===== config.mk =====
export PLATFORM = sky130hd
export DESIGN_NAME = rf_ch_mc_ctl
export DESIGN_NICKNAME = d
export VERILOG_FILES = /design/src/rtl/rf_ch_mc_ctl.sv
export SDC_FILE = /design/constraint.sdc
export NUM_CORES = 1
export LEC_CHECK = 0
export ABC_CLOCK_PERIOD_IN_PS = 2250
export BUFFER_PORTS_ARGS = -buffer_cell sky130_fd_sc_hd__buf_2
export CAP_MARGIN = 0
export CORE_MARGIN = 3
export CORE_UTILIZATION = 55
export DETAILED_ROUTE_END_ITERATION = 10
export GPL_TIMING_DRIVEN = 0
export MAX_ROUTING_LAYER = met4
export PLACE_DENSITY = 0.81
export RECOVER_POWER = 25
export SLEW_MARGIN = 40
export SYNTH_ARGS = -nofsm -noshare
export SYNTH_HDL_FRONTEND = slang
export SYNTH_SLANG_ARGS = --single-unit

===== constraint.sdc =====
create_clock -name CLK -period 2.25 [get_ports CLK]
set_input_delay 0.225 -clock CLK [delete_from_list [all_inputs] [get_ports CLK]]
set_output_delay 0.225 -clock CLK [all_outputs]
set_load 0.01 [all_outputs]

===== src/rtl/rf_ch_mc_ctl.sv =====
`default_nettype none
// ============================================================================
// Module   : rf_ch_mc_ctl
// Purpose  : Multi-channel RF front-end controller. A single command port
//            drives CH_NUM receive channels. Each command:
//              - sets the AMP1/AMP2 through/bypass switches of one channel
//              - writes a clamped 6-bit ADL5201 gain code over a shared
//                3-wire, write-only SPI frame {GAIN_ADDR, 2'b00, gain}
//              - pulses that channel's gain latch
// Ports    : CLK, nRST (async, active low)
//            CMD_VALID/CMD_READY handshake with CMD_CH, CMD_GAIN, CMD_PATH
//            PWR_EN          per-channel power enable -> CH_5201_PM (1 flop)
//            BUSY, DONE, ERR, CLAMP status
//            CH_AMP{1,2}_{THR,BYPASS}  per-channel switch controls
//            CH_5201_CS (active low), CH_5201_SCLK, CH_5201_SDIO,
//            CH_5201_LATCH (active high)
// Config   : `define RF_CH_MC_BBM_EN enables break-before-make dead time
//            (DEAD_CYC cycles) on any amplifier whose path changes.
// Revision : 1.0  initial release
// ============================================================================
module rf_ch_mc_ctl #(
  parameter int         CH_NUM    = 4,
  parameter int         CH_W      = 2,
  parameter int         CLK_DIV   = 4,
  parameter logic [5:0] GAIN_MAX  = 6'd60,
  parameter logic [7:0] GAIN_ADDR = 8'h00,
  parameter int         DEAD_CYC  = 16
) (
  input  logic              CLK,
  input  logic              nRST,
  input  logic              CMD_VALID,
  output logic              CMD_READY,
  input  logic [CH_W-1:0]   CMD_CH,
  input  logic [5:0]        CMD_GAIN,
  input  logic [1:0]        CMD_PATH,
  input  logic [CH_NUM-1:0] PWR_EN,
  output logic              BUSY,
  output logic              DONE,
  output logic              ERR,
  output logic              CLAMP,
  output logic [CH_NUM-1:0] CH_AMP1_THR,
  output logic [CH_NUM-1:0] CH_AMP1_BYPASS,
  output logic [CH_NUM-1:0] CH_AMP2_THR,
  output logic [CH_NUM-1:0] CH_AMP2_BYPASS,
  output logic [CH_NUM-1:0] CH_5201_CS,
  output logic              CH_5201_SCLK,
  output logic              CH_5201_SDIO,
  output logic [CH_NUM-1:0] CH_5201_PM,
  output logic [CH_NUM-1:0] CH_5201_LATCH
);

  // Counter is shared by every timed phase, so size it for the longest one.
  localparam int c_cnt_max = (2 * CLK_DIV > DEAD_CYC) ? 2 * CLK_DIV : DEAD_CYC;
  localparam int c_cnt_w   = $clog2(c_cnt_max + 1);
  localparam logic [c_cnt_w-1:0] c_div_m1 = c_cnt_w'(CLK_DIV - 1);
  localparam logic [c_cnt_w-1:0] c_bit_m1 = c_cnt_w'(2 * CLK_DIV - 1);
`ifdef RF_CH_MC_BBM_EN
  localparam logic [c_cnt_w-1:0] c_dead_m1 = c_cnt_w'(DEAD_CYC - 1);
`endif

  typedef enum logic [2:0] {
    S_IDLE     = 3'd0,
    S_PATH     = 3'd1,
    S_CS_SETUP = 3'd2,
    S_SHIFT    = 3'd3,
    S_CS_HOLD  = 3'd4,
    S_LATCH    = 3'd5,
    S_FIN      = 3'd6
  } state_t;

  state_t               state_q, state_d;
  logic [c_cnt_w-1:0]   cnt_q, cnt_d;
  logic [3:0]           bit_q, bit_d;
  logic [15:0]          sh_q, sh_d;
  logic [CH_NUM-1:0]    sel_q, sel_d;        // one-hot selected channel
  logic                 clamp_flag_q, clamp_flag_d;
`ifdef RF_CH_MC_BBM_EN
  logic [1:0]           path_q, path_d;
`endif
  logic [CH_NUM-1:0]    thr1_q, thr1_d, byp1_q, byp1_d;
  logic [CH_NUM-1:0]    thr2_q, thr2_d, byp2_q, byp2_d;
  logic [CH_NUM-1:0]    cs_q, cs_d, latch_q, latch_d, pm_q;
  logic                 sclk_q, sclk_d, sdio_q, sdio_d;
  logic                 busy_q, busy_d, done_q, done_d;
  logic                 err_q, err_d, clamp_q, clamp_d;

  logic [CH_NUM-1:0]    w_cmd_sel;
  logic                 w_ch_bad;
  logic                 w_accept;
  logic                 w_clamp;
  logic [5:0]           w_gain;
  logic [15:0]          w_frame;
`ifdef RF_CH_MC_BBM_EN
  logic                 w_chg1, w_chg2;
`endif

  // Replace the selected channel's bits of a per-channel vector with val.
  function automatic logic [CH_NUM-1:0] f_set(input logic [CH_NUM-1:0] cur,
                                              input logic [CH_NUM-1:0] sel,
                                              input logic              val);
    return (cur & ~sel) | (sel & {CH_NUM{val}});
  endfunction

  always_comb begin
    w_cmd_sel = '0;
    for (int i = 0; i < CH_NUM; i++) begin
      w_cmd_sel[i] = (32'(CMD_CH) == 32'(i));
    end
  end

  assign w_ch_bad  = (32'(CMD_CH) >= 32'(CH_NUM));
  assign w_accept  = CMD_VALID & ~busy_q;
  assign w_clamp   = (CMD_GAIN > GAIN_MAX);
  assign w_gain    = w_clamp ? GAIN_MAX : CMD_GAIN;
  assign w_frame   = {GAIN_ADDR, 2'b00, w_gain};
`ifdef RF_CH_MC_BBM_EN
  assign w_chg1    = (|(thr1_q & w_cmd_sel)) != CMD_PATH[0];
  assign w_chg2    = (|(thr2_q & w_cmd_sel)) != CMD_PATH[1];
`endif

  // All pin-facing outputs are registered; next values are computed here
  // together with the state so every pin changes on a clock edge only.
  always_comb begin
    state_d      = state_q;
    cnt_d        = cnt_q;
    bit_d        = bit_q;
    sh_d         = sh_q;
    sel_d        = sel_q;
    clamp_flag_d = clamp_flag_q;
`ifdef RF_CH_MC_BBM_EN
    path_d       = path_q;
`endif
    thr1_d       = thr1_q;
    byp1_d       = byp1_q;
    thr2_d       = thr2_q;
    byp2_d       = byp2_q;
    cs_d         = cs_q;
    latch_d      = latch_q;
    sclk_d       = sclk_q;
    sdio_d       = sdio_q;
    done_d       = 1'b0;
    err_d        = 1'b0;
    clamp_d      = 1'b0;

    case (state_q)
      S_IDLE: begin
        if (w_accept) begin
          if (w_ch_bad) begin
            err_d = 1'b1;
          end else begin
            sel_d        = w_cmd_sel;
            clamp_flag_d = w_clamp;
            sh_d         = w_frame;
            cnt_d        = '0;
            bit_d        = '0;
`ifdef RF_CH_MC_BBM_EN
            path_d = CMD_PATH;
            if (w_chg1 || w_chg2) begin
              // Open only the amplifiers that change; the other keeps its state.
              state_d = S_PATH;
              if (w_chg1) begin
                thr1_d = thr1_q & ~w_cmd_sel;
                byp1_d = byp1_q & ~w_cmd_sel;
              end
              if (w_chg2) begin
                thr2_d = thr2_q & ~w_cmd_sel;
                byp2_d = byp2_q & ~w_cmd_sel;
              end
            end else begin
              state_d = S_CS_SETUP;
              cs_d    = cs_q & ~w_cmd_sel;
              sdio_d  = w_frame[15];
            end
`else
            // The path is applied on the accept edge, so the PATH state
            // takes no cycles here and CS falls together with the switches.
            thr1_d  = f_set(thr1_q, w_cmd_sel, CMD_PATH[0]);
            byp1_d  = f_set(byp1_q, w_cmd_sel, ~CMD_PATH[0]);
            thr2_d  = f_set(thr2_q, w_cmd_sel, CMD_PATH[1]);
            byp2_d  = f_set(byp2_q, w_cmd_sel, ~CMD_PATH[1]);
            state_d = S_CS_SETUP;
            cs_d    = cs_q & ~w_cmd_sel;
            sdio_d  = w_frame[15];
`endif
          end
        end
      end

`ifdef RF_CH_MC_BBM_EN
      S_PATH: begin
        if (cnt_q == c_dead_m1) begin
          thr1_d  = f_set(thr1_q, sel_q, path_q[0]);
          byp1_d  = f_set(byp1_q, sel_q, ~path_q[0]);
          thr2_d  = f_set(thr2_q, sel_q, path_q[1]);
          byp2_d  = f_set(byp2_q, sel_q, ~path_q[1]);
          cs_d    = cs_q & ~sel_q;
          sdio_d  = sh_q[15];
          cnt_d   = '0;
          state_d = S_CS_SETUP;
        end else begin
          cnt_d = cnt_q + 1'b1;
        end
      end
`endif

      S_CS_SETUP: begin
        if (cnt_q == c_div_m1) begin
          cnt_d   = '0;
          state_d = S_SHIFT;
        end else begin
          cnt_d = cnt_q + 1'b1;
        end
      end

      S_SHIFT: begin
        if (cnt_q == c_bit_m1) begin
          // Bit boundary: SCLK falls and the next bit is presented.
          cnt_d  = '0;
          sclk_d = 1'b0;
          if (bit_q == 4'd15) begin
            state_d = S_CS_HOLD;
          end else begin
            bit_d  = bit_q + 4'd1;
            sh_d   = {sh_q[14:0], 1'b0};
            sdio_d = sh_q[14];
          end
        end else begin
          cnt_d = cnt_q + 1'b1;
          if (cnt_q == c_div_m1) begin
            sclk_d = 1'b1;
          end
        end
      end

      S_CS_HOLD: begin
        if (cnt_q == c_div_m1) begin
          cs_d    = '1;
          sdio_d  = 1'b0;
          latch_d = sel_q;
          cnt_d   = '0;
          state_d = S_LATCH;
        end else begin
          cnt_d = cnt_q + 1'b1;
        end
      end

      S_LATCH: begin
        if (cnt_q == c_div_m1) begin
          latch_d = '0;
          done_d  = 1'b1;
          clamp_d = clamp_flag_q;
          state_d = S_FIN;
        end else begin
          cnt_d = cnt_q + 1'b1;
        end
      end

      S_FIN: begin
        state_d = S_IDLE;
      end

      default: begin
        state_d = S_IDLE;
      end
    endcase

    busy_d = (state_d != S_IDLE);
  end

  always_ff @(posedge CLK or negedge nRST) begin
    if (!nRST) begin
      state_q      <= S_IDLE;
      cnt_q        <= '0;
      bit_q        <= '0;
      sh_q         <= '0;
      sel_q        <= '0;
      clamp_flag_q <= 1'b0;
`ifdef RF_CH_MC_BBM_EN
      path_q       <= 2'b00;
`endif
      thr1_q       <= '0;
      byp1_q       <= '1;
      thr2_q       <= '0;
      byp2_q       <= '1;
      cs_q         <= '1;
      latch_q      <= '0;
      pm_q         <= '0;
      sclk_q       <= 1'b0;
      sdio_q       <= 1'b0;
      busy_q       <= 1'b0;
      done_q       <= 1'b0;
      err_q        <= 1'b0;
      clamp_q      <= 1'b0;
    end else begin
      state_q      <= state_d;
      cnt_q        <= cnt_d;
      bit_q        <= bit_d;
      sh_q         <= sh_d;
      sel_q        <= sel_d;
      clamp_flag_q <= clamp_flag_d;
`ifdef RF_CH_MC_BBM_EN
      path_q       <= path_d;
`endif
      thr1_q       <= thr1_d;
      byp1_q       <= byp1_d;
      thr2_q       <= thr2_d;
      byp2_q       <= byp2_d;
      cs_q         <= cs_d;
      latch_q      <= latch_d;
      pm_q         <= PWR_EN;
      sclk_q       <= sclk_d;
      sdio_q       <= sdio_d;
      busy_q       <= busy_d;
      done_q       <= done_d;
      err_q        <= err_d;
      clamp_q      <= clamp_d;
    end
  end

  assign CMD_READY      = ~busy_q;
  assign BUSY           = busy_q;
  assign DONE           = done_q;
  assign ERR            = err_q;
  assign CLAMP          = clamp_q;
  assign CH_AMP1_THR    = thr1_q;
  assign CH_AMP1_BYPASS = byp1_q;
  assign CH_AMP2_THR    = thr2_q;
  assign CH_AMP2_BYPASS = byp2_q;
  assign CH_5201_CS     = cs_q;
  assign CH_5201_SCLK   = sclk_q;
  assign CH_5201_SDIO   = sdio_q;
  assign CH_5201_PM     = pm_q;
  assign CH_5201_LATCH  = latch_q;

endmodule
`default_nettype wire


==> results.tsv <==
metric	value	unit
Power Total	2.414	mW
WL final	5841	um
Num CTS Buffers	9	
final std cells w/o fill	398	
DIE AREA	6284	um2
initial DRC count	119	
Initial DRT Pass Iterations	4	
Hold Crit Start	CMD_PATH[0]	
net count after synthesis	276	
Post-DP Area	3313	um2
total track usage	0.2130	
most common cell in the netlist	dfrtp_1	
IO Port Bufs	50	
worst-path fanout max	10	
most used flip-flop cell after synthesis	dfrtp_1	
async set or reset register ratio after synthesis	1.000	
CTS H-tree depth	3	
clock skew	9.168	ps
setup repair bufs after CTS	0	
Slew @ Worst Pin	1538	ps
first-pass GRT wire length	10010	um
post-route ant nets	0	
final core occ	0.6994	
CTS resizes	0	
worst slack, placed	145.9	ps
Cell Area, Synth	2953	um2
critical path class	flop to flop	
Die Width	79.27	um
DRC viols	0	
Hold Fails Final Rpt	0	
later-pin clock latency in the skew report	350	ps
Routed WL per cell	14.68	um
CTS Root Cell	clkbuf_8	
P&R area growth vs syn	21.74	%
Initial Utilization	0.5745	
Area contributors post-synth	dfrtp_1, dfstp_2, mux2_2, mux2i_1, nand2_1	
register area share after synthesis	0.5559	
Worst R2R Start	state_q[2]$_DFF_PN0_	
Core ar.	5140	um2
Reg clk slew, reported paths	70	ps
clock tree buffer depth	2	
Synth Warn #	0	
# nets final	343	
io pins	52	
status	finished, violations left	
Worst EP required	2480	ps
antenna violations before repair	0	
crit path DAT	2360	ps
peak supply drop	0.5004	mV
fmax	469.7	MHz
Pleak	1.904	nW
worst setup margin	121.2	ps
setup_tns	0	ps
number of synthesized flops with an enable pin	0	
R2R setup slack	120	ps
Final GP Congestion	0.7854	
Max Cap Viol	1	
CTS tree	done	
number of global-route vias before repair	2215	
fin area	3595	um2
Synth top cells by count	dfrtp_1, nand2_1, inv_1	
share of layout cells above drive strength 1	0.3506	
global route overflow	0	
Synth Instances	256	
Placed Cells	377	
Pwr Density	671.5	nW/um2
total number of vias	2127	
Final period util	0.9461	
Slew headroom	-0.02522	
vias per cell	5.344	
Yosys top cell by area	dfrtp_1	
DP HPWL	4098	um
average size of a mapped cell	11.53	um2
Yosys cell types	52	
FP Rows	26	
endpoints failing setup	0	
Tightest Hold Check Type	input port to flop	
die height	79.27	um
diode count	0	
minimum clock period	2129	ps
largest net degree at the start of global routing	38	
FF+latch count, synth	65	
clk sink count	65	
startpoint types	flop	
Yosys top cell area share	0.4492	
unrepaired setup endpoints after global routing	true	
final slew viol count	29	
Critical Path End Type	flop	
failing checks	capacitance limit, slew limit	
crit path launch	state_q[2]$_DFF_PN0_	
Hold Worst Slack	124.4	ps
==> worst max-delay path, stage by stage (launching register included) <==
cell	delay, ps
dfrtp_1	390
buf_2	190
nor3_2	260
nand2_2	220
nor3_2	550
mux2_2	410
==> cells in the final DEF (no fill, tap or decap), types with 4 or more instances in the layout <==
| master | count |
|---|---|
| buf_2 | 54 |
| dfrtp_1 | 53 |
| nand2_1 | 27 |
| inv_1 | 23 |
| mux2_2 | 20 |
| mux2i_1 | 16 |
| dfstp_2 | 12 |
| o21ai_0 | 12 |
| clkbuf_8 | 9 |
| nor2_1 | 8 |
| clkbuf_1 | 7 |
| nand3_1 | 6 |
| dlygate4sd3_1 | 5 |
| nand4_1 | 4 |
| a21o_1 | 4 |
==> power by group <==
group          switching (mW)  internal, mW
registers             0.00365          1.18
clock network           0.424         0.736
logic                  0.0425        0.0287
total                   0.470          1.94
==> routing by layer <==
| layer | vias up | share of wire | global-route usage |
|---|---|---|---|
| met2 | 58 | 0.50 | 0.3493 |
| met4 | 0 | 0.013 | 0.08419 |
| met1 | 1039 | 0.43 | 0.2459 |
| li1 | 1024 | - | - |
| met5 | - | 0 | - |
| met3 | 6 | 0.050 | 0.06463 |
==> final cells by class <==
| cell class | count | area [um2] |
|---|---|---|
| clock buffers | 11 | 131.4 |
| repair buffers | 56 | 319.1 |
| plain buffers | 12 | 70.07 |
| inverters | 23 | 86.33 |
| multi-input cells | 156 | 1155 |
| flip-flops and latches | 65 | 1642 |
| well taps | 70 | 87.58 |
| clock inverters | 5 | 103.9 |
| fillers | 390 | 1545 |
==> repair_timing <==
item	CTS	global route
hold endpoints to repair	24	0
setup endpoints to repair	0	4
hold buffers	5	0
==> cells by family after synthesis <==
group | count (synthesis) | share of synthesized area
other cells | 1 | 0.001270
flops | 65 | 0.5559
simple gates | 76 | 0.1513
buf+inv | 35 | 0.05296
xor+xnor | 1 | 0.002967
compound gates | 39 | 0.09238
mux | 36 | 0.1305
fa+ha+maj | 3 | 0.01271
==> final timing paths <==
check | endpoint | cells after the start
setup / recovery | flop | 5
hold / removal | flop | 2
setup reg to reg | flop | 5
hold reg to reg | CH_5201_CS[2]$_DFFE_PN1P_ | 2
max in group asynchronous | asynchronous set/reset pin | 3
min in group asynchronous | cnt_q[2]$_DFFE_PN0P_ | 2
Power figures use the tool's default switching activity.
